===== config.mk =====
export PLATFORM = sky130hd
export DESIGN_NAME = vga_timing_gen
export DESIGN_NICKNAME = d
export VERILOG_FILES = /design/src/rtl/vga_timing_gen.sv
export SDC_FILE = /design/constraint.sdc
export NUM_CORES = 1
export LEC_CHECK = 0
export BUFFER_PORTS_ARGS = -buffer_cell sky130_fd_sc_hd__clkbuf_2
export CAP_MARGIN = 0
export CELL_PAD_IN_SITES_DETAIL_PLACEMENT = 1
export CELL_PAD_IN_SITES_GLOBAL_PLACEMENT = 1
export CORE_UTILIZATION = 45
export DETAILED_ROUTE_END_ITERATION = 6
export GPL_ROUTABILITY_DRIVEN = 0
export GPL_TIMING_DRIVEN = 0
export PLACE_DENSITY_LB_ADDON = 0.1
export SYNTH_ARGS = -nofsm -noshare
export SYNTH_HDL_FRONTEND = slang
export SYNTH_SLANG_ARGS = --single-unit

===== constraint.sdc =====
create_clock -name clk -period 5.4 [get_ports clk]
set_input_delay 0.81 -clock clk [delete_from_list [all_inputs] [get_ports clk]]
set_output_delay 0.81 -clock clk [all_outputs]
set_load 0.02 [all_outputs]

===== src/rtl/vga_timing_gen.sv =====
// Parametrised VGA raster generator with a look-ahead pixel request port.
// Pixel slots are marked by pix_ce on clk; monitor outputs trail requests by PIPE slots.
module vga_timing_gen #(
    parameter int H_ACTIVE = 640,
    parameter int H_FP     = 16,
    parameter int H_SYNC   = 96,
    parameter int H_BP     = 48,
    parameter int V_ACTIVE = 480,
    parameter int V_FP     = 10,
    parameter int V_SYNC   = 2,
    parameter int V_BP     = 33,
    parameter bit H_POL    = 1'b0,
    parameter bit V_POL    = 1'b0,
    parameter int CW       = 1,
    parameter int PIPE     = 1,
    parameter int XW       = 11
) (
    input  logic            clk,
    input  logic            clr,
    input  logic            pix_ce,
    input  logic [3*CW-1:0] rgb_in,
    output logic [XW-1:0]   req_x,
    output logic [XW-1:0]   req_y,
    output logic            req_de,
    output logic            hsync,
    output logic            vsync,
    output logic            de,
    output logic [3*CW-1:0] rgb_out,
    output logic            line_start,
    output logic            frame_start
);
    localparam int H_TOTAL = H_ACTIVE + H_FP + H_SYNC + H_BP;
    localparam int V_TOTAL = V_ACTIVE + V_FP + V_SYNC + V_BP;

    localparam logic [XW-1:0] H_LAST = XW'(H_TOTAL - 1);
    localparam logic [XW-1:0] V_LAST = XW'(V_TOTAL - 1);
    localparam logic [XW-1:0] H_ACT  = XW'(H_ACTIVE);
    localparam logic [XW-1:0] V_ACT  = XW'(V_ACTIVE);
    localparam logic [XW-1:0] HS_BEG = XW'(H_ACTIVE + H_FP);
    localparam logic [XW-1:0] HS_END = XW'(H_ACTIVE + H_FP + H_SYNC);
    localparam logic [XW-1:0] VS_BEG = XW'(V_ACTIVE + V_FP);
    localparam logic [XW-1:0] VS_END = XW'(V_ACTIVE + V_FP + V_SYNC);

    // Delay-line tag per slot: {hsync, vsync, de, first column, first line}
    localparam int TAG_W = 5;
    localparam int DLY_W = PIPE * TAG_W;
    localparam logic [TAG_W-1:0] IDLE_TAG = {~H_POL, ~V_POL, 3'b000};

    logic [XW-1:0]    hc;
    logic [XW-1:0]    vc;
    logic             hs_raw;
    logic             vs_raw;
    logic             de_raw;
    logic [TAG_W-1:0] cur_tag;
    logic [TAG_W-1:0] out_tag;
    logic [DLY_W-1:0] dly_q;

    always_comb begin
        hs_raw  = (hc >= HS_BEG && hc < HS_END) ? H_POL : ~H_POL;
        vs_raw  = (vc >= VS_BEG && vc < VS_END) ? V_POL : ~V_POL;
        de_raw  = (hc < H_ACT) && (vc < V_ACT);
        cur_tag = {hs_raw, vs_raw, de_raw, hc == '0, vc == '0};
        out_tag = dly_q[DLY_W-1 -: TAG_W];
    end

    // Request/response contract: the request for slot n is registered at slot n's
    // pix_ce edge; rgb_in must carry that slot's colour at the pix_ce edge of slot
    // n+PIPE, i.e. the source has PIPE-1 registers advancing on pix_ce.
    always_ff @(posedge clk) begin
        if (!clr) begin
            hc          <= '0;
            vc          <= '0;
            req_x       <= '0;
            req_y       <= '0;
            req_de      <= 1'b0;
            dly_q       <= {PIPE{IDLE_TAG}};
            hsync       <= ~H_POL;
            vsync       <= ~V_POL;
            de          <= 1'b0;
            rgb_out     <= '0;
            line_start  <= 1'b0;
            frame_start <= 1'b0;
        end else begin
            line_start  <= 1'b0;
            frame_start <= 1'b0;
            if (pix_ce) begin
                req_de <= de_raw;
                req_x  <= de_raw ? hc : '0;
                req_y  <= de_raw ? vc : '0;

                if (hc == H_LAST) begin
                    hc <= '0;
                    vc <= (vc == V_LAST) ? '0 : vc + 1'b1;
                end else begin
                    hc <= hc + 1'b1;
                end

                dly_q <= (dly_q << TAG_W) | DLY_W'(cur_tag);

                hsync       <= out_tag[4];
                vsync       <= out_tag[3];
                de          <= out_tag[2];
                rgb_out     <= out_tag[2] ? rgb_in : '0;
                line_start  <= out_tag[1];
                frame_start <= out_tag[1] & out_tag[0];
            end
        end
    end
endmodule

==> results summary, run 1 <==
The run finished with clean final reports. The post-CTS clock slew at the launch and capture registers of the worst setup and hold paths came out at 0.06 ns. Post-CTS repair changed the size of 0 cells. The slew of the pin with the lowest slew margin is 1.15 ns. The count of inserted antenna diode cells came out at 0.

The capturing element type of the critical path is a flip-flop. Yosys mapped a number of flops with a built-in enable equal to 0. Entering global routing, the biggest net connects 11 pins. The post-layout worst setup margin came out at 2.67 ns. The antenna violation net count after detailed routing came out at 0. The detailed placement HPWL came out at 4020 µm.

The vias per cell is 5.46. The total power per unit cell area came out at 316 nW/µm². The number of buffers between clock root and the deepest sink came out at 2. The number of setup buffers added after CTS is 0. The net count of the mapped netlist came out at 254. The final number of max-transition violations is 0. The first-pass GRT wire length came out at 9890 µm. The highest attainable clock frequency came out at 0.366 GHz. The growth of design area from synthesis to finish came out at 20.4%.

The worst-path maximum fanout is 10. The floorplan die area is 5440 µm². The count of endpoints failing hold in the final timing report is 0. The async set or reset register ratio after synthesis came out at 0%. The final layout contains 301 nets. The critical path in this run is classified as flip-flop to flip-flop. Setup repair after global routing left no endpoint under its margin.

In this run, synthesis produced a sequential element count of 57. The type of element launching the critical path is a flip-flop. Buffers inserted during clock tree synthesis total 9. The unique cell type count in the Yosys netlist is 40.

The share of total power dissipated in combinational logic is 4.3%. Setup violations remaining at the end of the flow were counted as 0. The post-placement setup slack came out at 2.39 ns. Sequential cells burn 48.9% of the power. A synthesized cell averages 9.54 µm². The overall die width came out at 73.8 µm.

The endpoint required time on the critical path is 5.59 ns. The number of sinks on the clock net is 57. The leakage power came out at 1.10 nW. The tightest min-delay check is of the flip-flop to flip-flop type. The final standard cell utilization of the core came out at 57.5%. In the layout the commonest cells are 57 x sky130_fd_sc_hd__dfxtp_1, 36 x sky130_fd_sc_hd__clkbuf_2, 19 x sky130_fd_sc_hd__a22o_1.

The post-layout minimum cycle time is 2.73 ns. Cells with a size suffix above 1 make up 18.3% of the layout. Of the available clock period, the critical path in the final layout requires 50.6%. The flip-flop cell with the highest count after synthesis is sky130_fd_sc_hd__dfxtp_1. Summing the sequential cell areas from Yosys gives 49.2% of the chip area. The total overflow left after global routing is 0. The net switching component of the power came out at 0.192 mW.

The effective utilization at floorplan came out at 47.8%. Ranked by total cell area, the synthesized netlist is headed by sky130_fd_sc_hd__dfxtp_1 49%, sky130_fd_sc_hd__a22o_1 7.2%, sky130_fd_sc_hd__xnor2_1 3.8%. The master cell of the clock root buffer is sky130_fd_sc_hd__clkbuf_8. The total I/O pin count is 37. The via count of the first global-routing pass came to 1,987. The starting DRC count in detailed routing came out at 102. For the worst-skew pair, the clock arrives at the later sink with an insertion delay of 0.33 ns. The all-layer global routing usage came out at 24.9%. The switching part of the total came out at 21.8%. The clock network is responsible for 46.9% of the overall power. The max capacitance violation total came out at 0. Headroom to the max-slew limit came out at 22.4%. The fraction of post-synthesis cell area in the top cell type by area came out at 49.2%. Buffers placed on the I/O ports in this run total 36. The total internal power came out at 0.690 mW. The number of cells produced by synthesis is 243.

The final routed wire length divided by cell count came out at 16.2 µm. The final setup TNS came out at 0 ns. The die is 73.8 µm tall. The clock tree synthesis step divided the H-tree into 3 levels. The arrival time of the worst setup path is 2.92 ns.

Across all hold checks on the routed design, the worst slack comes to 0.455 ns. The via count came out at 1,978. The number of core rows is 25.

The initial antenna violation count is 0. The area of the core is 4850 µm². The clock tree from TritonCTS is done.

The largest total area in the synthesized netlist belongs to sky130_fd_sc_hd__dfxtp_1. The mapped cell area is 2320 µm². Leaving out fill and tap cells, the most frequent cell in the layout is sky130_fd_sc_hd__dfxtp_1. The final non-filler cell area is 2790 µm². The detailed-route DRC error count is 0.

The wire length reported by the detailed router is 5860 µm. The total iterations of the first detailed-routing run came out at 4. The clock skew is 0.00515 ns. The count of fill cells added during filler insertion came out at 589. In this run, post-CTS hold repair placed 0 buffers. The maximum ir drop on the vdd rail came out at 0.164 mV. The total cell area at the placement stage came out at 2580 µm². The count of yosys warnings during synthesis came out at 0.
## through the flow
stage                     total power, mW  cells
after global routing                0.916    362
after detailed placement            0.478    346
after floorplan                     0.463    243
after CTS                           0.890    362
after global placement              0.477    346
final                               0.881    362
## state kept, by name, summed over array words and instances (netlist names)
signal and cells:
de 1, dly_q 5, frame_start 1, hc 11
hsync 1, line_start 1, req_x 11, req_y 11
rgb_out 3, vc 11, vsync 1
## critical path: stages (launching register included)
cell and delay, ns:
sky130_fd_sc_hd__dfxtp_1 0.31, sky130_fd_sc_hd__clkbuf_1 0.32, sky130_fd_sc_hd__nand4_1 0.48, sky130_fd_sc_hd__or3_4 0.54, sky130_fd_sc_hd__buf_6 0.15, sky130_fd_sc_hd__o21ai_0 0.67, sky130_fd_sc_hd__nor2_1 0.11
## layer usage
metal | wire length, µm | vias to the layer above | share of wire [%] | global-route usage [%]
met3 | 226 | 12 | 3.9 | 5.90
met1 | 2890 | 960 | 49 | 32.7
met4 | 87 | 0 | 1.5 | 9.62
li1 | - | 965 | - | -
met2 | 2650 | 41 | 45 | 39.4
met5 | 0 | - | 0 | 0
## final timing paths
| kind | slack [ns] | endpoint | depth (start not counted) | startpoint |
|---|---|---|---|---|
| max | 2.67 | vc[2] | 6 | hc[2] |
| min | 0.45 | dly_q[0] | 2 | dly_q[0] |
| max reg2reg | 2.67 | vc[2] | 6 | hc[2] |
| min reg2reg | 0.45 | dly_q[0] | 2 | dly_q[0] |
## power groups by stage
stage               Sequential (mW)  Clock (mW)  Combinational, mW
finish                        0.431       0.413             0.0376
global placement              0.440           0             0.0366
floorplan                     0.442           0             0.0203
CTS                           0.431       0.421             0.0381
detailed placement            0.440           0             0.0375
global route                  0.431       0.443             0.0417
## cell families after synthesis
| family | count (synthesis) | synth area share (%) |
|---|---|---|
| fa+ha+maj | 5 | 2.70 |
| compound gates | 46 | 14.9 |
| xor+xnor | 13 | 4.91 |
| simple gates | 93 | 22.2 |
| flops | 57 | 49.2 |
| buf+inv | 26 | 4.75 |
| mux | 3 | 1.30 |
## synthesized netlist by cell type, types with 2 or more instances
master and n:
sky130_fd_sc_hd__inv_1 8, sky130_fd_sc_hd__clkbuf_1 12, sky130_fd_sc_hd__a21boi_0 6, sky130_fd_sc_hd__buf_1 3, sky130_fd_sc_hd__ha_1 5, sky130_fd_sc_hd__and2_1 8
sky130_fd_sc_hd__xor2_1 3, sky130_fd_sc_hd__nand2b_1 4, sky130_fd_sc_hd__nor2_1 17, sky130_fd_sc_hd__a22o_1 19, sky130_fd_sc_hd__o31ai_1 2, sky130_fd_sc_hd__o21ai_0 8
sky130_fd_sc_hd__a21oi_1 4, sky130_fd_sc_hd__nor3_1 5, sky130_fd_sc_hd__xnor2_1 10, sky130_fd_sc_hd__nor4b_1 2, sky130_fd_sc_hd__or4b_1 2, sky130_fd_sc_hd__nand4_1 8
sky130_fd_sc_hd__or4_1 3, sky130_fd_sc_hd__nand2_1 13, sky130_fd_sc_hd__dfxtp_1 57, sky130_fd_sc_hd__nor4_1 6, sky130_fd_sc_hd__nand3_1 11, sky130_fd_sc_hd__or3_1 2
sky130_fd_sc_hd__and3_1 5, sky130_fd_sc_hd__mux2i_1 3, sky130_fd_sc_hd__a21o_1 2, sky130_fd_sc_hd__nor2b_1 3
## cell type report
class	count	area, µm²	area share, %
Tap cell	67	83.8	3.01
Clock inverter	2	35.0	1.26
Clock buffer	14	173	6.19
Buffer	18	80.1	2.87
Multi-Input combinational cell	160	1070	38.2
Sequential cell	57	1140	40.9
Timing Repair Buffer	36	180	6.46
Inverter	8	30.0	1.08
Power figures use the tool's default switching activity.
==> inputs of run 2 (changes only) <==
Settings changed: CORE_UTILIZATION 45 to 42.
Clock period 5.4 ns to 2.6 ns, I/O delays scaled along.
==> run 2 against run 1 <==
Against the previous run:
- setup slack got worse by 2.4 ns
- register-to-register slack got worse by 2.4 ns
- global-route usage fell by 3.2 points
- combinational power rose by 100%
- sequential power rose by 110%
- clock skew rose by 0.0023 ns
- first-iteration DRC count fell by 11%
- via count fell by 0.10%
- critical path type unchanged
- highest routed layer unchanged
==> results summary, run 2 (same netlist as run 1, synthesis figures left out) <==
The largest net degree at the start of global routing is 11 (unchanged). The dominant delay contributor by cell family on the critical path is simple AND/OR/NAND/NOR gates (unchanged). The number of buffers between clock root and the deepest sink is 2 (unchanged).

The worst reg2reg path startpoint was hc[4] (was hc[2]). The total number of H-tree levels came out at 3 (unchanged). The detailed-route DRC error count came out at 0 (unchanged).

The final number of max-transition violations came to 0 (unchanged). The total power per unit cell area came to 599 nW/µm² (was 316 nW/µm²). The busiest layer in global routing is met2 (unchanged). The share of cells above drive strength 1 is 20.1% (was 18.3%). The post-layout worst setup margin came out at 0.273 ns (was 2.67 ns). The post-CTS clock slew at the launch and capture registers of the worst setup and hold paths is 0.07 ns (was 0.06 ns). The post-placement setup slack came out at -0.0999 ns (was 2.39 ns). The clock skew was 0.00747 ns (was 0.00515 ns). The overall die width was 76.3 µm (was 73.8 µm). The first-pass GRT wire length came out at 9690 µm (was 9890 µm).

The master cell of the clock root buffer is sky130_fd_sc_hd__clkbuf_8 (unchanged). The met3 usage is 3.83% (was 5.90%). The via count of the first global-routing pass came out at 1,969 (was 1,987). Cell-by-cell listing of the critical path: buf_4 > or4b_1 > buf_2 > or3_4 > buf_6 > or4_1 > a21oi_1 (was clkbuf_1 > nand4_1 > or3_4 > buf_6 > o21ai_0 > nor2_1). The starting DRC count in detailed routing is 91 (was 102).

The number of buffers created by CTS is 9 (unchanged). The classification of the worst setup path is flip-flop to flip-flop (unchanged). The height of the die came out at 76.3 µm (was 73.8 µm). The post-layout minimum cycle time is 2.33 ns (was 2.73 ns).

The wire length reported by the detailed router is 5880 µm (was 5860 µm). The global routing usage on met1 came out at 29.6% (was 32.7%). The number of instances on the worst hold path is 3 (was 2). The endpoint required time on the critical path is 2.86 ns (was 5.59 ns). The initial antenna violation count came to 0 (unchanged).

The total iterations of the first detailed-routing run is 4 (unchanged). The total I/O pin count came out at 37 (unchanged). The effective utilization at floorplan came out at 44.5% (was 47.8%). The met2 demand-to-capacity share in global routing was 32.1% (was 39.4%). The type of element launching the critical path is a flip-flop (unchanged). The end point of the worst hold path was rgb_out[1] (was dly_q[0]). The final routed wire length divided by cell count came to 15.9 µm (was 16.2 µm). The all-layer global routing usage was 21.7% (was 24.9%). The vias per cell was 5.36 (was 5.46). The critical path's slowest cell is sky130_fd_sc_hd__or4_1 (was sky130_fd_sc_hd__o21ai_0). The detailed placement HPWL came out at 4020 µm (about the same). The worst-path maximum fanout came to 10 (unchanged). The max capacitance violation total is 0 (unchanged). The clock tree from TritonCTS was done (unchanged). The maximum ir drop on the vdd rail came out at 0.377 mV (was 0.164 mV). The growth of design area from synthesis to finish came out at 20.4% (about the same). The worst hold slack after final layout is 0.316 ns (was 0.455 ns). The number of sinks on the clock net came out at 57 (unchanged). The leakage power is 1.11 nW (was 1.10 nW). The count of fill cells added during filler insertion is 646 (was 589). The commonest non-fill, non-tap cell in the layout is sky130_fd_sc_hd__dfxtp_1 (unchanged).

The number of buffers inserted by hold repair at cts is 0 (unchanged). The startpoint of the lowest-slack hold path is rgb_in[1] (was dly_q[0]). Result of the run: complete, no violations (unchanged). The floorplan die area came out at 5820 µm² (was 5440 µm²).

The logic depth of the worst register-to-register path is 7 (was 6). The highest attainable clock frequency came out at 0.430 GHz (was 0.366 GHz). The via count was 1,976 (was 1,978).

The number of nets at the end of the flow is 306 (was 301). The count of inserted antenna diode cells is 0 (unchanged). The antenna violation net count after detailed routing is 0 (unchanged). The final setup violation count came out at 0 (unchanged). The clock insertion delay at the later pin of the skew report is 0.34 ns (was 0.33 ns). The headroom to the max-slew limit came out at 60.0% (was 22.4%). The area of the core came to 5200 µm² (was 4850 µm²).

The count of buffers from port buffering is 36 (unchanged). The number of buffer and inverter stages on the critical path came to 3 (was 2). The count of endpoints failing hold in the final timing report came to 0 (unchanged). The peak per-stage delay on the critical path is 0.50 ns (was 0.67 ns). The total overflow reported by the global router is 0 (unchanged).

The destination of the worst register-to-register timing path is vc[7] (was vc[2]). The capturing element type of the critical path is a flip-flop (unchanged). The slew of the pin with the lowest slew margin came out at 0.595 ns (was 1.15 ns). Highest-count cells in the layout ignoring fill and taps: 57 x sky130_fd_sc_hd__dfxtp_1, 36 x sky130_fd_sc_hd__clkbuf_2, 19 x sky130_fd_sc_hd__a22o_1 (unchanged). The final critical-path share of the clock period is 89.5% (was 50.6%). The arrival time of the worst setup path is 2.59 ns (was 2.92 ns). The internal reg-to-reg setup slack came out at 0.27 ns (was 2.67 ns).

Unrepaired setup endpoints after global routing: no (unchanged). The number of core rows came out at 26 (was 25). The path type of the worst min-delay path is input port to flip-flop (was flip-flop to flip-flop).
## run 2: changes by cell type in the layout (fill, tap and decap cells not counted)
cell / delta
sky130_fd_sc_hd__buf_4: +5
sky130_fd_sc_hd__bufinv_16: -1
sky130_fd_sc_hd__clkbuf_1: -1
sky130_fd_sc_hd__clkbuf_8: -2
sky130_fd_sc_hd__clkinv_2: +3
sky130_fd_sc_hd__nor4_1: -1
sky130_fd_sc_hd__nor4_2: +1
sky130_fd_sc_hd__o21ai_0: -1
sky130_fd_sc_hd__o21ai_1: +1
## run 2: per-stage QoR
stage               TNS, ns  area (µm²)  util, %  power [mW]  cells
CTS                       0        2750     52.8        1.70    364
finish                    0        2790     53.6        1.67    369
global route              0        2790     53.6        1.74    369
global placement     -0.495        2580     49.7       0.989    349
floorplan                 0        2320        -       0.961    243
detailed placement   -0.526        2580     49.7       0.990    349
## run 2: area by class of cell
cell class	count	area, µm²	share of cell area, %
Multi-Input combinational cell	160	1070	38.4
Clock buffer	11	141	5.07
Tap cell	70	87.6	3.14
Inverter	8	30.0	1.08
Buffer	18	80.1	2.87
Sequential cell	57	1140	40.9
Clock inverter	4	20.0	0.717
Timing Repair Buffer	41	218	7.80
## run 2: routing by layer
layer | part of all wire, % | wire, µm
met1 | 51 | 3020
met2 | 43 | 2540
met3 | 3.1 | 183
met4 | 2.3 | 137
met5 | 0 | 0
## run 2: what timing repair did
item / CTS / global route
setup buffers: 0 / 5
resized for setup: 1 / 1
endpoints found under the setup margin: 6 / 9
pin swaps: 0 / 1
## run 2: how the worst max path moves through the flow
| stage | from | endpoint | depth (start not counted) |
|---|---|---|---|
| after global routing | hc[4] | vc[7] | 7 |
| after detailed placement | hc[2] | vc[2] | 6 |
| after CTS | hc[2] | vc[7] | 6 |
| after global placement | hc[2] | vc[2] | 6 |
| after floorplan | hc[4] | vc[7] | 7 |
| final | hc[4] | vc[7] | 7 |
## run 2: power by group
group	switching, mW	internal [mW]
clock	0.340	0.359
sequential	0.0109	0.885
combinational	0.0488	0.0269
## run 2: tightest hold or removal path: stages
cell                       delay (ns)
sky130_fd_sc_hd__clkbuf_2        0.08
sky130_fd_sc_hd__nand3_1         0.06
sky130_fd_sc_hd__a21boi_0        0.07
==> inputs of run 3 (changes only) <==
Settings changed: ABC_CLOCK_PERIOD_IN_PS from default to 2600, CORE_UTILIZATION 42 to 40, CTS_BUF_LIST from default to sky130_fd_sc_hd__clkbuf_8.
==> run 3 against run 2 <==
Against the previous run:
- non-clock buffer count is 1 lower
- routed wire length is 2.7% lower
- die area is 4.9% higher
- sequential share of layout area is 0.42 points lower
- via count is 1.8% lower
- power is 6.8% higher
- global-route usage is 1.5 points lower
- clock skew is 0.0014 ns lower
- critical path depth is 1 lower
- first-iteration DRC count is 37% lower
- final cell count is 0.27% higher
- register-to-register slack better by 0.03 ns
- largest cell class unchanged
- largest power group unchanged
==> results summary, run 3 (same netlist as run 1, synthesis figures left out) <==
The share of cells above drive strength 1 came out at 19.8% (was 20.1%). The antenna violation net count after detailed routing came out at 0 (unchanged). The number of buffers created by CTS is 9 (unchanged). The total overflow reported by the global router was 0 (unchanged). The first-pass GRT wire length came out at 9400 µm (was 9690 µm). The effective utilization at floorplan came out at 41.8% (was 44.5%). The clock skew came out at 0.00607 ns (was 0.00747 ns). Highest-count cells in the layout ignoring fill and taps: 57 x sky130_fd_sc_hd__dfxtp_1, 36 x sky130_fd_sc_hd__clkbuf_2, 19 x sky130_fd_sc_hd__a22o_1 (unchanged).

The area of the core is 5540 µm² (was 5200 µm²). The worst hold slack after final layout is 0.326 ns (was 0.316 ns). The number of buffers inserted by hold repair at cts came out at 0 (unchanged). The post-CTS clock slew at the launch and capture registers of the worst setup and hold paths is 0.06 ns (was 0.07 ns).

The via count of the first global-routing pass came to 1,874 (was 1,969). The placed cell count came out at 351 (was 349). The vias per cell is 5.25 (was 5.36). The post-layout minimum cycle time came out at 2.29 ns (was 2.33 ns).

The number of buffers between clock root and the deepest sink is 2 (unchanged). The power share of the combinational group is 4.2% (was 4.5%). The critical path's slowest cell is sky130_fd_sc_hd__or4b_1 (was sky130_fd_sc_hd__or4_1).

The height of the die is 78.1 µm (was 76.3 µm). The highest attainable clock frequency is 0.436 GHz (was 0.430 GHz). The count of inserted antenna diode cells is 0 (unchanged). The net switching component of the power is 0.390 mW (was 0.400 mW). The final routed wire length divided by cell count was 15.5 µm (was 15.9 µm). The count of endpoints failing hold in the final timing report is 0 (unchanged). The peak per-stage delay on the critical path was 0.51 ns (was 0.50 ns). The largest net degree at the start of global routing is 11 (unchanged).

The max capacitance violation total came to 0 (unchanged). The clock tree from TritonCTS is done (unchanged). The number of standard cells in the layout, taps in and fillers out came to 370 (was 369). The total I/O pin count is 37 (unchanged).

The wire length reported by the detailed router came to 5720 µm (was 5880 µm). The final non-filler cell area is 2820 µm² (was 2790 µm²). The headroom to the max-slew limit is 63.3% (was 60.0%).

The initial antenna violation count came to 0 (unchanged). The number of nets at the end of the flow came out at 305 (was 306). The overall die width came out at 78.1 µm (was 76.3 µm).

The slew of the pin with the lowest slew margin came to 0.550 ns (was 0.595 ns). The total internal power is 1.39 mW (was 1.27 mW). The total cell area at the placement stage came out at 2590 µm² (was 2580 µm²). The floorplan die area came out at 6100 µm² (was 5820 µm²).

The proportion of power drawn by flip-flops and latches was 50.2% (was 53.6%). Unrepaired setup endpoints after global routing: no (unchanged). The via count was 1,941 (was 1,976).

The commonest non-fill, non-tap cell in the layout is sky130_fd_sc_hd__dfxtp_1 (unchanged). The worst-path maximum fanout came out at 10 (unchanged). The clock insertion delay at the later pin of the skew report is 0.33 ns (was 0.34 ns). The clock network fraction of design power came out at 45.6% (was 41.9%). The path type of the worst min-delay path is input port to flip-flop (unchanged). The total iterations of the first detailed-routing run is 4 (unchanged). The detailed-route DRC error count came out at 0 (unchanged).

The growth of design area from synthesis to finish was 21.7% (was 20.4%). The capturing element type of the critical path is a flip-flop (unchanged). The starting DRC count in detailed routing is 57 (was 91).

The dominant delay contributor by cell family on the critical path is simple AND/OR/NAND/NOR gates (unchanged). The leakage power is 1.12 nW (was 1.11 nW). The maximum ir drop on the vdd rail is 0.314 mV (was 0.377 mV).

The count of fill cells added during filler insertion is 677 (was 646). The classification of the worst setup path is flip-flop to flip-flop (unchanged). The endpoint required time on the critical path was 2.86 ns (about the same). The count of buffers from port buffering came out at 36 (unchanged).

The total power per unit cell area is 633 nW/µm² (was 599 nW/µm²). The final standard cell utilization of the core came out at 50.9% (was 53.6%). The number of core rows came out at 27 (was 26). The all-layer global routing usage is 20.2% (was 21.7%).

The final setup violation count is 0 (unchanged). The number of sinks on the clock net came out at 57 (unchanged). The total number of H-tree levels is 3 (unchanged). The final critical-path share of the clock period was 88.2% (was 89.5%). The post-layout worst setup margin was 0.307 ns (was 0.273 ns). The post-placement setup slack is -0.102 ns (was -0.0999 ns). The master cell of the clock root buffer is sky130_fd_sc_hd__clkbuf_8 (unchanged). Result of the run: complete, no violations (unchanged). The type of element launching the critical path is a flip-flop (unchanged).

The detailed placement HPWL came out at 4050 µm (was 4020 µm). The arrival time of the worst setup path is 2.55 ns (was 2.59 ns). The switching part of the total came out at 21.9% (was 23.9%).

The final number of max-transition violations is 0 (unchanged). The number of buffer and inverter stages on the critical path is 2 (was 3). Cell-by-cell listing of the critical path: or4b_1 > buf_2 > or3_4 > buf_6 > or4_1 > a21oi_1 (was buf_4 > or4b_1 > buf_2 > or3_4 > buf_6 > or4_1 > a21oi_1).
[run 3: changes by cell type in the layout (fill, tap and decap cells not counted), sizes merged]
cell / previous run / this run
clkinv: 4 / 2
bufinv: 0 / 1
inv: 8 / 9
buf: 11 / 10
[run 3: final cells by class]
class / count / area [µm²] / area share (%)
clock buffers: 11 / 151 / 5.37
well taps: 72 / 90.1 / 3.20
clock inverters: 4 / 43.8 / 1.55
flip-flops and latches: 57 / 1140 / 40.5
inverters: 8 / 30.0 / 1.07
plain buffers: 18 / 80.1 / 2.84
repair buffers: 40 / 210 / 7.46
multi-input cells: 160 / 1070 / 38.0
[run 3: metrics by stage]
step,TNS (ns),total power [mW]
floorplan,0,0.961
global placement,-0.491,0.989
detailed placement,-0.495,0.990
CTS,0,1.81
global route,0,1.86
finish,0,1.78
[run 3: worst register-to-register path, delay by kind of cell (launching register included)]
kind                   cells  cell delay (ns)
AND/OR/NAND/NOR            3             1.38
buffers and inverters      2             0.32
AO/OA/AOI/OAI              1             0.14
flip-flops                 1             0.38
[run 3: final timing paths]
kind         slack, ns      start  cells past startpoint          to
max               0.31      hc[5]                      6       vc[7]
min               0.33  rgb_in[1]                      3  rgb_out[1]
max reg2reg       0.31      hc[5]                      6       vc[7]
min reg2reg       0.45   dly_q[0]                      2    dly_q[0]
[run 3: repair_timing]
action / CTS / global route
buffers inserted: 0 / 4
pin swaps: 0 / 1
endpoints found under the setup margin: 6 / 10
gates resized for setup: 1 / 1
[run 3: routing by layer]
layer | vias up | global-route usage, % | share of wire (%)
met1 | 946 | 26.5 | 49
met3 | 7 | 5.58 | 2.3
met4 | 0 | 8.33 | 1.2
met5 | - | 0 | 0
met2 | 21 | 31.3 | 48
li1 | 967 | - | -
[run 3: power by group through the flow]
| stage | combinational [mW] | sequential [mW] | clock [mW] |
|---|---|---|---|
| floorplan | 0.0422 | 0.919 | 0 |
| global placement | 0.0745 | 0.915 | 0 |
| detailed placement | 0.0750 | 0.915 | 0 |
| CTS | 0.0754 | 0.896 | 0.843 |
| global route | 0.0828 | 0.897 | 0.883 |
| finish | 0.0740 | 0.896 | 0.814 |
